## src/rtl/id_ex_operand_stage.sv

```systemverilog
// id_ex_operand_stage: operand fetch and ID/EX pipeline register for the RV32 core.
//
// Purpose:
//   - Drives the register-file read addresses straight from the decoder.
//   - Picks each source operand from x0, the MEM bypass, the WB bypass or the
//     register file.
//   - Stalls on load-use hazards.
//   - Holds the instruction for the execute unit under a valid/ready handshake.
//   - A branch mispredict (flush) kills the held instruction.
//
// Configuration macro: OPERAND_FWD_EN
//   defined   : MEM/WB bypassing; only load-use dependencies stall.
//   undefined : no bypassing; any pending writer of a source stalls until the
//               register file holds the committed value.
//
// Ports:
//   clk, rst                   clock (rising edge), async active-high reset
//   in_valid/in_ready          decoder handshake
//   in_pc, in_inst             instruction address / word
//   in_rs1/rs2/rd, in_use_rs*  register indices and source-use flags
//   in_reg_wen, in_is_load     instruction writes rd / is a load
//   rf_rs1/rf_rs2, rf_valA/B   register-file read port
//   mem_*                      EX/MEM register status, destination, ALU result
//   wb_*                       MEM/WB register status, destination, writeback value
//   flush                      branch mispredict
//   out_valid/out_ready        execute-unit handshake
//   out_*                      registered instruction fields and operands
module id_ex_operand_stage #(
  parameter int unsigned WIDTH     = 32,
  parameter int unsigned REG_WIDTH = 5
) (
  input  logic                 clk,
  input  logic                 rst,
  input  logic                 in_valid,
  output logic                 in_ready,
  input  logic [31:0]          in_pc,
  input  logic [31:0]          in_inst,
  input  logic [REG_WIDTH-1:0] in_rs1,
  input  logic [REG_WIDTH-1:0] in_rs2,
  input  logic [REG_WIDTH-1:0] in_rd,
  input  logic                 in_use_rs1,
  input  logic                 in_use_rs2,
  input  logic                 in_reg_wen,
  input  logic                 in_is_load,
  output logic [REG_WIDTH-1:0] rf_rs1,
  output logic [REG_WIDTH-1:0] rf_rs2,
  input  logic [WIDTH-1:0]     rf_valA,
  input  logic [WIDTH-1:0]     rf_valB,
  input  logic                 mem_valid,
  input  logic                 mem_reg_wen,
  input  logic                 mem_is_load,
  input  logic [REG_WIDTH-1:0] mem_rd,
  input  logic [WIDTH-1:0]     mem_data,
  input  logic                 wb_valid,
  input  logic                 wb_reg_wen,
  input  logic [REG_WIDTH-1:0] wb_rd,
  input  logic [WIDTH-1:0]     wb_data,
  input  logic                 flush,
  output logic                 out_valid,
  input  logic                 out_ready,
  output logic [31:0]          out_pc,
  output logic [31:0]          out_inst,
  output logic [REG_WIDTH-1:0] out_rd,
  output logic                 out_reg_wen,
  output logic                 out_is_load,
  output logic [WIDTH-1:0]     out_valA,
  output logic [WIDTH-1:0]     out_valB
);

  localparam int unsigned XLEN = 32;

  // Pipeline register state
  logic                 out_valid_q,   out_valid_d;
  logic [XLEN-1:0]      out_pc_q,      out_pc_d;
  logic [XLEN-1:0]      out_inst_q,    out_inst_d;
  logic [REG_WIDTH-1:0] out_rd_q,      out_rd_d;
  logic                 out_reg_wen_q, out_reg_wen_d;
  logic                 out_is_load_q, out_is_load_d;
  logic [WIDTH-1:0]     out_val_a_q,   out_val_a_d;
  logic [WIDTH-1:0]     out_val_b_q,   out_val_b_d;

  logic                 out_m1, out_m2, mem_m1, mem_m2, wb_m1, wb_m2;
  logic                 hazard;
  logic [WIDTH-1:0]     op_a, op_b;

  // A pending writer in some stage targets a source this instruction reads
  function automatic logic src_match(input logic                 stg_valid,
                                     input logic                 stg_wen,
                                     input logic [REG_WIDTH-1:0] stg_rd,
                                     input logic [REG_WIDTH-1:0] src,
                                     input logic                 use_src);
    return stg_valid && stg_wen && (stg_rd == src) && (src != '0) && use_src;
  endfunction

  assign rf_rs1 = in_rs1;
  assign rf_rs2 = in_rs2;

  assign out_m1 = src_match(out_valid_q, out_reg_wen_q, out_rd_q, in_rs1, in_use_rs1);
  assign out_m2 = src_match(out_valid_q, out_reg_wen_q, out_rd_q, in_rs2, in_use_rs2);
  assign mem_m1 = src_match(mem_valid, mem_reg_wen, mem_rd, in_rs1, in_use_rs1);
  assign mem_m2 = src_match(mem_valid, mem_reg_wen, mem_rd, in_rs2, in_use_rs2);
  assign wb_m1  = src_match(wb_valid, wb_reg_wen, wb_rd, in_rs1, in_use_rs1);
  assign wb_m2  = src_match(wb_valid, wb_reg_wen, wb_rd, in_rs2, in_use_rs2);

`ifdef OPERAND_FWD_EN
  // Only load data cannot be bypassed in time: load in EX or in MEM stalls
  assign hazard = ((out_m1 || out_m2) && out_is_load_q) ||
                  ((mem_m1 || mem_m2) && mem_is_load);
`else
  // Without bypass, wait until no stage still owes a write to a source
  assign hazard = out_m1 || out_m2 || mem_m1 || mem_m2 || wb_m1 || wb_m2;

  logic unused_fwd;
  assign unused_fwd = ^{mem_data, wb_data, mem_is_load};
`endif

  assign in_ready = !flush && !hazard && (!out_valid_q || out_ready);

  // Operand select: x0, then MEM (non-load), then WB, then register file.
  // WB must bypass because the register file writes on this same edge.
  always_comb begin
    op_a = rf_valA;
    op_b = rf_valB;
`ifdef OPERAND_FWD_EN
    if (mem_m1 && !mem_is_load) op_a = mem_data;
    else if (wb_m1)             op_a = wb_data;
    if (mem_m2 && !mem_is_load) op_b = mem_data;
    else if (wb_m2)             op_b = wb_data;
`endif
    if (in_rs1 == '0) op_a = '0;
    if (in_rs2 == '0) op_b = '0;
  end

  // Next state of the ID/EX register
  always_comb begin
    out_valid_d   = out_valid_q;
    out_pc_d      = out_pc_q;
    out_inst_d    = out_inst_q;
    out_rd_d      = out_rd_q;
    out_reg_wen_d = out_reg_wen_q;
    out_is_load_d = out_is_load_q;
    out_val_a_d   = out_val_a_q;
    out_val_b_d   = out_val_b_q;
    if (flush || !out_valid_q || out_ready) begin
      if (flush) begin
        out_valid_d = 1'b0;
      end else if (in_valid && in_ready) begin
        out_valid_d   = 1'b1;
        out_pc_d      = in_pc;
        out_inst_d    = in_inst;
        out_rd_d      = in_rd;
        out_reg_wen_d = in_reg_wen;
        out_is_load_d = in_is_load;
        out_val_a_d   = op_a;
        out_val_b_d   = op_b;
      end else begin
        out_valid_d = 1'b0;
      end
    end
  end

  always_ff @(posedge clk or posedge rst) begin
    if (rst) begin
      out_valid_q   <= 1'b0;
      out_pc_q      <= '0;
      out_inst_q    <= '0;
      out_rd_q      <= '0;
      out_reg_wen_q <= 1'b0;
      out_is_load_q <= 1'b0;
      out_val_a_q   <= '0;
      out_val_b_q   <= '0;
    end else begin
      out_valid_q   <= out_valid_d;
      out_pc_q      <= out_pc_d;
      out_inst_q    <= out_inst_d;
      out_rd_q      <= out_rd_d;
      out_reg_wen_q <= out_reg_wen_d;
      out_is_load_q <= out_is_load_d;
      out_val_a_q   <= out_val_a_d;
      out_val_b_q   <= out_val_b_d;
    end
  end

  assign out_valid   = out_valid_q;
  assign out_pc      = out_pc_q;
  assign out_inst    = out_inst_q;
  assign out_rd      = out_rd_q;
  assign out_reg_wen = out_reg_wen_q;
  assign out_is_load = out_is_load_q;
  assign out_valA    = out_val_a_q;
  assign out_valB    = out_val_b_q;

endmodule

```

## config.mk

```make
export PLATFORM = sky130hd
export DESIGN_NAME = id_ex_operand_stage
export DESIGN_NICKNAME = d
export VERILOG_FILES = /design/src/rtl/id_ex_operand_stage.sv
export SDC_FILE = /design/constraint.sdc
export NUM_CORES = 1
export LEC_CHECK = 0
export ABC_AREA = 1
export BUFFER_PORTS_ARGS = -buffer_cell sky130_fd_sc_hd__buf_2
export CAP_MARGIN = 20
export CORE_AREA = 2 2 146 148
export CTS_CLUSTER_SIZE = 25
export DETAILED_ROUTE_END_ITERATION = 10
export DIE_AREA = 0 0 148 150
export PLACE_DENSITY_LB_ADDON = 0.08
export SLEW_MARGIN = 30
export SYNTH_ARGS = -nofsm -noshare
export SYNTH_HDL_FRONTEND = slang
export SYNTH_SLANG_ARGS = --single-unit
```

## constraint.sdc

```tcl
create_clock -name clk -period 4.3 [get_ports clk]
set_input_delay 0 -clock clk [delete_from_list [all_inputs] [get_ports clk]]
set_output_delay 0 -clock clk [all_outputs]
set_load 0.1 [all_outputs]
```

# Yosys cells after proc, flatten, opt, wreduce, memory -nomap -nowiden
# Cells that the tools add are included.
[classes]
n_addsub = 0
n_mul = 0
div = 0
magnitude_cmp = 0
eq_ne = 6
n_shift = 0
mux = 4
n_bitwise = 1
reduce_logical = 40
[ops]
columns = ["operator", "n"]
rows = [
  ["32-bit two-way mux", 2],
  ["5-bit equality test", 6],
  ["1-bit logical AND", 24],
  ["5-bit logical NOT", 2],
  ["5-bit nonzero test", 2],
  ["1-bit logical OR", 8],
  ["1-bit logical NOT", 3],
  ["3-bit AND reduction", 1],
  ["1-bit two-way mux", 2],
  ["1-bit inverter", 1],
]
[word_totals]
reg_bits = 136
latch_bits = 0
ram_bits = 0
rom_bits = 0
out_inout_bits = 147
wordCells = 59
memories = 0

# Logic depth before layout (Yosys ltp)
# Gate-level depths: netlist (run 1).
[depth]
ltp_word = 15
mapped_depth = 13

# Worst setup path after synthesis (run 1)
# Ideal clock, no wire load.
[synth_path]
path_type = "reg2out"
startpoint = "register out_rd_q[4] (netlist: out_rd[4])"
endpoint = "output port in_ready"
t_arrival_ns = 2.591
path_slack_ns = 1.709
path_stages_with_launch = 10
n_path_buf = 2
path_cell_list = "dfrtp_1 > inv_1 > o21ai_0 > nor2_1 > nand3_1 > nand3_1 > nand2_1 > buf_2 > buf_4 > and2_1"
[synth_via]
elab_chain_cells = 12
word_cells_on_any_way = 16
[synth_rtl]
columns = ["item", "line", "rtl"]
rows = [
  ["from (decl)", "76", "logic [REG_WIDTH-1:0] out_rd_q, out_rd_d;"],
  ["from (signal assigned)", "176", "out_rd_q <= out_rd_d;"],
  ["5-bit equality test", "92", "return stg_valid && stg_wen && (stg_rd == src) && (src != '0) && use_src;"],
  ["1-bit logical AND (3 in series)", "92", ""],
  ["1-bit logical OR (*) (5 in series)", "111", "assign hazard = out_m1 || out_m2 || mem_m1 || mem_m2 || wb_m1 || wb_m2;"],
  ["1-bit logical NOT (*)", "117", "assign in_ready = !flush && !hazard && (!out_valid_q || out_ready);"],
  ["1-bit logical AND (*) (2 in series)", "117", ""],
  ["to (decl)", "35", "output logic in_ready,"],
]
# Every way passes the cells marked *; elsewhere a longest branch is shown, timed or not.

# Worst setup path after layout (run 1)
# Ends and elaborated chain as after synthesis.

==> results.json, run 1 <==
{
  "outcome": "completed",
  "worst_path_dominant_cell_family": "buffers and inverters",
  "timing_worst_slew_pin_value_ns": 0.8393,
  "finalWirelength_mm": 24.14,
  "dpl.hpwl_mm": 15.11,
  "layout_area_growth_over_synthesis_pct": 53.45,
  "hold_slack_ns": 0.1551,
  "slowest_stage": "nand2_4",
  "post_cts_resized": 0,
  "synthDominantCellAreaShare_pct": 50.31,
  "synth_seq_cells": 136,
  "cts_setup_buffers": 0,
  "startpoint_type_of_the_worst_setup_path": "register",
  "cts_hold_repair.buffers": 138,
  "ioPinCount": 378,
  "rows": 53,
  "die_area_sq_um": 22200,
  "timing.critical_path.buf_inv": 3,
  "ys_top_cells_by_area": "dfrtp_1, nand2_1, nand4_1",
  "post_synth_cell_types": 20,
  "first_global_vias": 7198,
  "dr_total_vias": 7239,
  "synth_fp_nets": 1125,
  "crit_path_cell_trace": "inv_1 > nand2_1 > o21ai_0 > nor2_1 > nand3_1 > nand3_1 > nand2_4 > buf_4 > and2_1 > buf_2",
  "worst-endpoint-required_ns": 4.30,
  "final_hold_viol_count": 0,
  "drt-initial-drc-count": 331,
  "detail-route-antenna-nets": 0,
  "dr.pass1.iters": 4,
  "port_buffers": 312,
  "insertion_delay_ns": 0.42,
  "most-common-layout-cells": "nand2_1, buf_2, dlygate4sd3_1, nand4_1, dfrtp_1",
  "die_y_um": 150,
  "layout.cells.most_common": "nand2_1",
  "number_of_remaining_drc_errors": 0,
  "critical_path_arrival_ns": 3.06,
  "grt_start_max_net_pins": 77,
  "critical_path_peak_fanout": 56,
  "number_of_sinks_driven_by_the_clock_tree": 136,
  "timing.max_slew.rel_slack_pct": 44.05,
  "initial_antenna_violation_count": 0,
  "numnets_final": 1532,
  "route.detailed.vias_per_inst": 4.556,
  "dpl_cell_area_sq_um": 8391,
  "syn-instance-count": 894,
  "design.core.area_sq_um": 20690,
  "root_driver": "clkbuf_16",
  "cts_tree": "built",
  "gpl.final_weighted_congestion": 0.8639,
  "design_area_sq_um": 10380,
  "syn-cell-area_sq_um": 6765,
  "fin_crit_sh_pct": 71.16,
  "timing.fmax_ghz": 0.3268,
  "drt-wirelength-per-cell_um": 15.19,
  "worst-setup-path-type": "reg2out",
  "ctsHtreeMaxLevel": 4,
  "synthesis.yosys.warnings": 0,
  "dpl.cell_count": 1419,
  "grt_usage_pct": 21.62,
  "initial_core_utilization_pct": 32.70,
  "grt_setup_unrepaired": "false",
  "period_minus_slack_ns": 3.060,
  "post_synthesis_mean_instance_area_sq_um": 7.567,
  "count_of_final_setup_violators": 0,
  "number_of_buffers_on_the_longest_clock_path": 2,
  "die_width_um": 148,
  "fillerInstances": 2098,
  "cell_repeated_most_along_the_worst_path": "nand3_1",
  "final_layout_size_suffix_gt1_share_pct": 27.55,
  "finalNonFillerCells": 1589,
  "antenna_cells_inserted": 0,
  "power_per_cell_area_nw_per_um2": 527.5,
  "synth_area_leader_cell": "dfrtp_1",
  "multiInputGateArea_sq_um": 2616,
  "static-leakage-power_nw": 6.127,
  "cap_viol_max_count": 0,
  "globalRouteOverflowTotal": 0,
  "vdd.ir_drop.worst_uv": 223.8,
  "grt_pass1_wl_mm": 37.97,
  "hp-class": "in2reg",
  "endpoint_kind": "output port",
  "clk_pin_slew_worst_paths_ns": 0.06,
  "maximum_cell_stage_delay_along_the_critical_path_ns": 0.56,
  "ys_seq_area_share_pct": 50.31,
  "finClkSkew_ns": 0.01461,
  "totalNegativeSetupSlack_ns": 0,
  "seq_area_sq_um": 3403,
  "maxSlewViolCount": 0,
  "cts-buffers-inserted": 17
}
## through the flow
| stage | power, mW | worst slack, ns | utilization (%) |
|---|---|---|---|
| 6_report | 5.476 | 1.240 | 50.18 |
| 5_1_grt | 5.717 | 1.051 | 50.18 |
| 4_1_cts | 5.525 | 1.234 | 50.18 |
| 3_5_place_dp | 3.881 | 1.681 | 40.55 |
| 3_3_place_gp | 3.872 | 1.650 | 40.55 |
| 2_1_floorplan | 3.452 | 0.6605 | - |
## where the power goes
group	internal (mW)	switching (mW)	total [mW]
combinational	0.400	1.97	2.37
sequential	1.48	0.108	1.59
clock	0.935	0.589	1.52
## synth_stat cells
cell type  number
nand2_1       404
dfrtp_1       136
nand4_1       136
inv_1          94
buf_2          35
clkbuf_1       21
nor2_1         21
buf_4          17
nand3_1         9
o21ai_0         6
nor3_1          3
a22oi_1         2
inv_2           2
xor2_1          2
a21oi_4         1
and2_1          1
buf_1           1
clkbuf_4        1
nand3_2         1
nand3b_1        1
## routing by layer
metal	GRT usage [%]	wire, um	up-vias
met3	5.823	1624	29
li1	-	-	3656
met5	0	0	-
met2	35.46	11260	223
met1	28.12	10860	3331
met4	6.286	397	0
## worst register-to-register path: stages (launching register included)
cell	delay [ns]
dfrtp_1	0.45
inv_1	0.10
nand2_1	0.05
a22oi_1	0.13
nand3_1	0.10
nand3_1	0.13
nand2_4	0.41
nand4_1	0.26
buf_4	0.67
nand2_1	0.18
nand2_1	0.10
## logic make-up (layout without fill, tap and decap cells)
kind of cell | Yosys count | count (layout) | synth area share, %
buf+inv | 171 | 591 | 11.13
xor+xnor | 2 | 2 | 0.2590
compound gates | 9 | 9 | 0.9063
simple gates | 576 | 576 | 37.40
flops | 136 | 136 | 50.31
## registers in the layout, indices dropped and copies added (netlist names)
register and count:
out_rd 5, out_pc 32, out_valA 32, out_valid 1, out_inst 32, out_valB 32, out_is_load 1, out_reg_wen 1
## layout make-up
cell class / instances / share of cell area, %
multi-input combinational: 587 / 25.20
inverter: 96 / 3.519
sequential: 136 / 32.78
timing repair buffer: 463 / 29.31
clock inverter: 13 / 1.603
tap: 275 / 3.314
clock buffer: 19 / 4.267
## path summary, 6_finish.rpt
check,startpoint,to,slack (ns),cells after the start
worst max-delay path,out_rd[4],in_ready,1.24,10
worst min-delay path,flush,out_valA[15],0.16,6
worst max register to register,out_rd[1],out_pc[28],1.68,10
worst min register to register,out_valB[2],out_valB[2],0.46,2
max in group asynchronous,rst,out_inst[8],3.09,4
min in group asynchronous,rst,out_pc[5],0.23,3
Power figures use the tool's default switching activity.
==> inputs of run 2 (changes only) <==
--- a/config.mk
+++ b/config.mk
@@ -8,10 +8,10 @@
 export ABC_AREA = 1
 export BUFFER_PORTS_ARGS = -buffer_cell sky130_fd_sc_hd__buf_2
 export CAP_MARGIN = 20
-export CORE_AREA = 2 2 146 148
+export CORE_AREA = 2 2 148 150
 export CTS_CLUSTER_SIZE = 25
 export DETAILED_ROUTE_END_ITERATION = 10
-export DIE_AREA = 0 0 148 150
+export DIE_AREA = 0 0 150 152
 export PLACE_DENSITY_LB_ADDON = 0.08
 export SLEW_MARGIN = 30
 export SYNTH_ARGS = -nofsm -noshare
==> constraint.sdc (replaced) <==
create_clock -name clk -period 2.6 [get_ports clk]
set_input_delay 0 -clock clk [delete_from_list [all_inputs] [get_ports clk]]
set_output_delay 0 -clock clk [all_outputs]
set_load 0.1 [all_outputs]
==> results.json, run 2 (synthesized netlist as in run 1, its figures left out) <==
{
  "startpoint_type_of_the_worst_setup_path": "register",
  "layout.cells.most_common": "nand2_1",
  "numnets_final": 1530,
  "rows": 54,
  "timing_worst_slew_pin_value_ns": 0.8129,
  "finClkSkew_ns": 0.01067,
  "worst-endpoint-required_ns": 2.60,
  "initial_antenna_violation_count": 1,
  "first_global_vias": 7144,
  "outcome": "completed",
  "static-leakage-power_nw": 6.131,
  "most-common-layout-cells": "nand2_1, buf_2, dlygate4sd3_1, nand4_1, dfrtp_1",
  "number_of_buffers_on_the_longest_clock_path": 2,
  "grt_start_max_net_pins": 137,
  "fin_crit_sh_pct": 91.92,
  "insertion_delay_ns": 0.42,
  "totalNegativeSetupSlack_ns": 0,
  "critical_path_peak_fanout": 136,
  "crit_path_cell_trace": "o21ai_0 > nor2_1 > nand3_1 > nand3_1 > nand2_4 > buf_12 > and2_1 > buf_12",
  "detail-route-antenna-nets": 0,
  "layout_area_growth_over_synthesis_pct": 54.72,
  "dr.pass1.iters": 5,
  "timing.max_slew.rel_slack_pct": 45.81,
  "grt_usage_pct": 20.14,
  "fillerInstances": 2177,
  "cts-buffers-inserted": 17,
  "design.core.area_sq_um": 21350,
  "finalWirelength_mm": 23.24,
  "die_width_um": 150,
  "ctsHtreeMaxLevel": 4,
  "hp-class": "in2async",
  "clk_pin_slew_worst_paths_ns": 0.07,
  "endpoint_kind": "output port",
  "fin_total_pwr_mw": 8.917,
  "period_minus_slack_ns": 2.390,
  "final_layout_size_suffix_gt1_share_pct": 27.44,
  "worst-setup-path-type": "reg2out",
  "critical_path_arrival_ns": 2.39,
  "die_area_sq_um": 22800,
  "dr_total_vias": 7230,
  "number_of_sinks_driven_by_the_clock_tree": 136,
  "timing.critical_path.buf_inv": 2,
  "power_per_cell_area_nw_per_um2": 851.9,
  "root_driver": "clkbuf_16",
  "maximum_cell_stage_delay_along_the_critical_path_ns": 0.47,
  "vdd.ir_drop.worst_uv": 377.0,
  "cts_tree": "built",
  "gpl.final_weighted_congestion": 0.8096,
  "die_y_um": 152,
  "final_hold_viol_count": 0,
  "globalRouteOverflowTotal": 0,
  "drt-initial-drc-count": 413,
  "seq_area_sq_um": 3403,
  "dpl.hpwl_mm": 13.98,
  "number_of_remaining_drc_errors": 0,
  "count_of_final_setup_violators": 0,
  "route.detailed.vias_per_inst": 4.539,
  "worst_path_dominant_cell_family": "buffers and inverters",
  "drt-wirelength-per-cell_um": 14.59,
  "cap_viol_max_count": 0,
  "initial_core_utilization_pct": 31.69,
  "maxSlewViolCount": 0,
  "slowest_stage": "buf_12",
  "grt_pass1_wl_mm": 36.95,
  "crit-reg2reg-launch": "out_rd[3]",
  "final_core_utilization_pct": 49.03,
  "multiInputGateArea_sq_um": 2616,
  "timing.fmax_ghz": 0.4184,
  "timing.critical_path.from": "out_rd[3]",
  "port_buffers": 312,
  "grt_setup_unrepaired": "false",
  "ioPinCount": 378
}
## run 2: cell count changes in the layout (fill, tap and decap cells not counted), moves of 2 or more
cell and delta:
buf_4 -11, bufinv_16 -2, clkinvlp_4 +5, buf_12 +10, clkinv_2 -3, clkinv_4 -2
## run 2: where the power goes
group          leakage, nW  total (mW)  switching, mW  internal [mW]
sequential            1.69        2.62          0.177           2.44
combinational         4.17        3.93           3.25          0.682
clock                0.270        2.37           1.00           1.37
## run 2: cell type report
cell class                      count  area share (%)
Clock inverter                     13           1.267
Antenna cell                        1         0.02391
Multi-Input combinational cell    587           24.99
Timing Repair Buffer              461           30.15
Inverter                           96           3.478
Clock buffer                       19           4.231
Tap cell                          280           3.347
Sequential cell                   136           32.51
## run 2: what timing repair did
action	CTS	global route
setup buffers	0	0
resized for setup	0	0
hold buffers	138	0
endpoints found under the hold margin	243	0
## run 2: worst paths after layout
| check | to | slack [ns] | cells past startpoint |
|---|---|---|---|
| min in group clk | out_valA[27] | 0.15 | 4 |
| max in group asynchronous | out_pc[19] | 1.83 | 4 |
| worst max register to register | out_pc[21] | 0.65 | 8 |
| worst max-delay path | in_ready | 0.21 | 8 |
| worst min register to register | out_inst[17] | 0.46 | 2 |
| worst min-delay path | out_pc[28] | 0.15 | 3 |
## run 2: metal layers
metal  routed length, um  up-vias  GRT usage (%)
li1                    -     3658              -
met1               10350     3329          25.90
met2               10910      219          32.53
met3                1600       24          5.556
met4                 382        0          6.963
met5                   0        -              0
## run 2: worst register-to-register path: stages, from the launching register on
cell	delay, ns
dfrtp_1	0.46
o21ai_0	0.20
nor2_1	0.06
nand3_1	0.07
nand3_1	0.12
nand2_4	0.10
buf_12	0.47
nand4_1	0.31
nand2_1	0.11
## run 2: per-stage QoR
stage          area [sq um]  setup WS, ns  cells  hold WS (ns)
2_1_floorplan          6769      0.009218    894        0.1492
3_3_place_gp           8508        0.6410   1422       0.04532
3_5_place_dp           8508        0.6357   1422       0.04438
4_1_cts               10470        0.1761   1592        0.1322
5_1_grt               10470       0.06647   1592        0.1676
6_report              10470        0.2101   1593        0.1515
